--- src/rtl/iter_shift_unit.sv ---
// Multi-cycle shift execution unit: decodes opcode/ffield into SLL/SRL/SRA/ROL and
// shifts the captured operand by up to STEP bits per cycle, with start/busy/done handshake.
module iter_shift_unit #(
  parameter int          WIDTH     = 16,
  parameter int          STEP      = 1,
  parameter logic [3:0]  SH_OPCODE = 4'b0000
) (
  input  logic                       clk,
  input  logic                       rst_n,
  input  logic                       start,
  input  logic [3:0]                 opcode,
  input  logic [3:0]                 ffield,
  input  logic [WIDTH-1:0]           operand,
  input  logic [$clog2(WIDTH)-1:0]   shamt,
  output logic                       busy,
  output logic                       done,
  output logic [WIDTH-1:0]           result,
  output logic [2:0]                 sh_op
);

  localparam int SHAMT_W = $clog2(WIDTH);
  localparam logic [SHAMT_W:0] STEP_W = (SHAMT_W+1)'(STEP);
  localparam logic [SHAMT_W:0] WIDTH_W = (SHAMT_W+1)'(WIDTH);

  localparam logic [2:0] OP_NONE = 3'b000;
  localparam logic [2:0] OP_SLL  = 3'b001;
  localparam logic [2:0] OP_SRL  = 3'b010;
  localparam logic [2:0] OP_SRA  = 3'b011;
  localparam logic [2:0] OP_ROL  = 3'b100;

  typedef enum logic [1:0] {
    S_IDLE,
    S_SHIFT,
    S_DONE
  } state_e;

  state_e             state_q, state_d;
  logic [WIDTH-1:0]   work_q, work_d;
  logic [WIDTH-1:0]   result_q, result_d;
  logic [SHAMT_W-1:0] remaining_q, remaining_d;
  logic [2:0]         sh_op_q, sh_op_d;

  logic [2:0]         decodedOp;
  logic [SHAMT_W-1:0] stepAmt;
  logic [WIDTH-1:0]   shiftedWork;

  function automatic logic [WIDTH-1:0] doShift(input logic [2:0] op,
                                               input logic [WIDTH-1:0] v,
                                               input logic [SHAMT_W-1:0] n);
    logic [SHAMT_W:0] back;
    logic [WIDTH-1:0] r;
    back = WIDTH_W - {1'b0, n};
    case (op)
      OP_SLL:  r = v << n;
      OP_SRL:  r = v >> n;
      OP_SRA:  r = $signed(v) >>> n;
      OP_ROL:  r = (v << n) | (v >> back);
      default: r = v;
    endcase
    return r;
  endfunction

  always_comb begin
    decodedOp = OP_NONE;
    if (opcode == SH_OPCODE) begin
      case (ffield)
        4'b0001: decodedOp = OP_SLL;
        4'b0010: decodedOp = OP_SRL;
        4'b0011: decodedOp = OP_SRA;
        4'b0100: decodedOp = OP_ROL;
        default: decodedOp = OP_NONE;
      endcase
    end
  end

  // A step of STEP bits never exceeds what is left; STEP==WIDTH always takes the remainder.
  always_comb begin
    stepAmt     = ({1'b0, remaining_q} >= STEP_W) ? STEP_W[SHAMT_W-1:0] : remaining_q;
    shiftedWork = doShift(sh_op_q, work_q, stepAmt);
  end

  always_ff @(posedge clk or negedge rst_n) begin
    if (!rst_n) begin
      state_q     <= S_IDLE;
      work_q      <= '0;
      result_q    <= '0;
      remaining_q <= '0;
      sh_op_q     <= OP_NONE;
    end else begin
      state_q     <= state_d;
      work_q      <= work_d;
      result_q    <= result_d;
      remaining_q <= remaining_d;
      sh_op_q     <= sh_op_d;
    end
  end

  always_comb begin
    state_d     = state_q;
    work_d      = work_q;
    result_d    = result_q;
    remaining_d = remaining_q;
    sh_op_d     = sh_op_q;
    case (state_q)
      S_IDLE, S_DONE: begin
        if (start) begin
          sh_op_d = decodedOp;
          if (decodedOp == OP_NONE || shamt == '0) begin
            state_d  = S_DONE;
            result_d = operand;
          end else begin
            state_d     = S_SHIFT;
            work_d      = operand;
            remaining_d = shamt;
          end
        end else begin
          state_d = S_IDLE;
        end
      end
      S_SHIFT: begin
        work_d      = shiftedWork;
        remaining_d = remaining_q - stepAmt;
        if (remaining_q == stepAmt) begin
          state_d  = S_DONE;
          result_d = shiftedWork;
        end
      end
      default: state_d = S_IDLE;
    endcase
  end

  always_comb begin
    busy   = (state_q == S_SHIFT);
    done   = (state_q == S_DONE);
    result = result_q;
    sh_op  = sh_op_q;
  end

endmodule

--- config.mk ---
export PLATFORM = sky130hd
export DESIGN_NAME = iter_shift_unit
export DESIGN_NICKNAME = d
export VERILOG_FILES = /design/src/rtl/iter_shift_unit.sv
export SDC_FILE = /design/constraint.sdc
export NUM_CORES = 1
export LEC_CHECK = 0
export BUFFER_PORTS_ARGS = -buffer_cell sky130_fd_sc_hd__buf_2
export CAP_MARGIN = 10
export CORE_UTILIZATION = 40
export DETAILED_ROUTE_END_ITERATION = 8
export GPL_TIMING_DRIVEN = 1
export HOLD_SLACK_MARGIN = 0.02
export PLACE_DENSITY = 0.65
export SYNTH_ARGS = -nofsm -noshare
export SYNTH_HDL_FRONTEND = slang
export SYNTH_SLANG_ARGS = --single-unit
--- constraint.sdc ---
create_clock -name clk -period 2.5 [get_ports clk]
set_input_delay 0.375 -clock clk [delete_from_list [all_inputs] [get_ports clk]]
set_output_delay 0.375 -clock clk [all_outputs]
set_load 0.03 [all_outputs]
==> reports/qor.txt <==
synth top area cells - dfrtp_1 36%, nand2_1 6.4%, a21oi_1 4.5%
P_sw - 0.722 mW
mapped cell area - 0.00287 sq mm
Fin Hold WS - 0.198 ns
initial DRC count - 408
Reg power frac - 0.462
first-pass GRT wire length - 13.4 mm
CP peak stage delay - 0.57 ns
worst skew pair latency - 0.30 ns
Synth Area in XOR/XNOR - 0.00611
GRT Util Overall - 0.231
Tcrit/Tclk final - 0.944
Gate Count Post-Synth - 341
clock share of power - 0.279
Synth area leader - dfrtp_1
CP startpoint kind - flop
Worst setup EP type - flop
Buf+Inv Stages, Crit Path - 1
simple-gate share of the synthesized area - 0.208
# setup viols final - 0
max cap viols - 0
CP max stage cell - or4_4
CTS tree - built
EDFF count, synth - 0
CORE AREA - 0.00687 sq mm
Post-CTS Hold Buffers - 0
Post-synth top cells - 49 x nand2_1, 41 x dfrtp_1, 26 x a21oi_1
Cells after DPL - 477
combinational family with the most area after synthesis - compound AO/OA/AOI/OAI gates
Synthesized Nets - 375
die area - 0.00751 sq mm
synthesized-area fraction occupied by adder cells - 0.0131
Detail Placement HPWL - 5.91 mm
Final ANT Viol Nets - 0
post-CTS setup buffers - 0
Int Pwr - 1.32 mW
CP Data Arrival Time - 2.57 ns
leakage power - 1.42 nW
vias in the first global route - 2,603
largest net degree at the start of global routing - 42
ys flop type - dfrtp_1
DRT Pass-1 Iters - 5
cell chain of the critical path - or4_4 -> clkinv_2 -> ha_4 -> nor2_1 -> a31oi_1 -> a211oi_1 -> a2111oi_2 -> o31ai_1
final core utilization - 0.489
Slew Limit Fails - 0
mux contribution to synthesized area - 0.0533
initial antenna violation count - 0
Layout area overhead - 17.1%
post-CTS sizing - 0
post-synth top area share - 0.358
Overflow after GRT - 0
Crit path required time - 2.71 ns
Critical R2R Launch - remaining_q[3]$_DFFE_PN0P_
DRC - 0
Final Hold Vio Count - 0
Mean Syn Cell Area - 8.40 sq um
Post-layout nets - 422
Ys Warns - 0
Peak Freq - 424 MHz
Ant. Diodes - 0
I/O pin cnt - 52
Peak VDD IR - 0.000278 V
count leader, synth - nand2_1
clk sinks - 41
clock tree buffer depth - 2
wire per inst - 16.9 microns
H-tree depth - 2
sequential fraction of the synthesis area - 0.358
PortBufs - 51
crit path launch - remaining_q[3]$_DFFE_PN0P_
setup_tns - 0 ns
PD cells - 608 mW/mm^2
logic gate share of total power - 0.259
clock skew - 0.0119 ns
worst-path fanout max - 13
flops & latches, synth - 41
switching share of power - 0.353
Die Wd - 86.6 microns
CTS root buffer - clkbuf_8
Final Critical Period - 2.36 ns
family with the most delay on the worst path - compound AO/OA/AOI/OAI gates
non-filler cells, final - 485
Initial Utilization - 0.417
vertical die dimension - 86.6 microns
RSZ-0062 raised after global routing - false
clock-pin slew on the worst setup and hold paths - 0.08 ns
Placer Congestion - 0.934
Detailed Route WL - 8.18 mm
Slew headroom - 0.341
Vias per Instance - 5.92
Worst Setup Path Type - flop to flop
Hold Path Class - input port to async pin
status - finished, final reports clean
Row Count - 30
synth unique cells - 60
layout cell share with drive strength beyond 1 - 0.242
Slew @ Worst Pin - 0.985 ns
total CTS buffers - 5
Async SR Flop Fraction - 1.00
via count - 2,869
Synth Area in Compound Gates - 0.301
-- sequential cells by signal (all words and copies together) (netlist names) --
register and count:
work_q 16, result 16, remaining_q 4, sh_op 3
state_q 2
-- final cells by class --
cell class,instances,area [sq um]
clock buffers,6,82.6
clock inverters,2,37.5
fillers,672,3510
inverters,10,38.8
multi-input cells,264,1680
flip-flops and latches,41,1030
well taps,96,120
repair buffers,66,368
-- worst register-to-register path: stages, from the launching register on --
cell and delay, ns:
dfrtp_1 0.41, or4_4 0.57, clkinv_2 0.09, ha_4 0.26
nor2_1 0.19, a31oi_1 0.10, a211oi_1 0.34, a2111oi_2 0.10
o31ai_1 0.23
-- logic make-up (layout without fill, tap and decap cells) --
family | after synthesis | count (layout)
AO/OA/AOI/OAI | 124 | 124
AND/OR/NAND/NOR | 120 | 120
flip-flops | 41 | 41
buffers and inverters | 36 | 84
multiplexers | 14 | 14
adder cells (fa/ha/maj) | 3 | 3
XOR/XNOR | 2 | 2
other | 1 | 1
-- power by group through the flow --
stage / Sequential (mW) / Clock, mW / Combinational [mW]
after floorplan: 0.940 / 0 / 0.357
after global placement: 0.946 / 0 / 0.518
after detailed placement: 0.947 / 0 / 0.525
after CTS: 0.935 / 0.584 / 0.528
after global routing: 0.957 / 0.606 / 0.585
final: 0.943 / 0.570 / 0.529
-- stage by stage --
step	power, mW	setup WS (ns)	instance area [sq um]
final	2.04	0.139	3360
after detailed placement	1.47	0.149	3240
after CTS	2.05	0.136	3360
after global placement	1.46	0.223	3240
after global routing	2.15	0.00234	3360
after floorplan	1.30	0.0267	2890
-- worst paths after layout --
kind,end,slack (ns),cells past startpoint
max,result[10]$_DFFE_PN0P_,0.14,8
min,result[4]$_DFFE_PN0P_,0.20,1
max reg2reg,result[10]$_DFFE_PN0P_,0.14,8
min reg2reg,result[14]$_DFFE_PN0P_,0.48,2
max in group asynchronous,remaining_q[3]$_DFFE_PN0P_,1.69,1
min in group clk,remaining_q[3]$_DFFE_PN0P_,0.32,3
-- layout by cell type (no fill, tap or decap), types with 3 or more instances in the layout --
cell type / n
buf_2: 51
nand2_1: 49
dfrtp_1: 41
a21oi_1: 26
nor2_1: 25
o21ai_0: 22
buf_4: 15
a31oi_1: 11
mux2_2: 10
nand3_1: 8
a221oi_1: 8
o31ai_1: 8
inv_1: 7
nand2b_1: 6
nor2b_1: 6
o21ai_1: 6
clkbuf_8: 6
o21a_1: 5
a22o_1: 5
nor3b_1: 4
mux2i_1: 4
a211oi_1: 4
o211ai_1: 3
and2_1: 3
a22oi_1: 3
a2bb2oi_1: 3
a221o_1: 3
a32oi_1: 3
-- per-layer routing --
| layer | global-route usage | vias up | wire [microns] |
|---|---|---|---|
| met3 | 0.0305 | 18 | 523 |
| met5 | 0 | - | 0 |
| met2 | 0.348 | 131 | 3660 |
| met1 | 0.326 | 1361 | 3740 |
| met4 | 0.112 | 0 | 262 |
| li1 | - | 1359 | - |
Power figures use the tool's default switching activity.
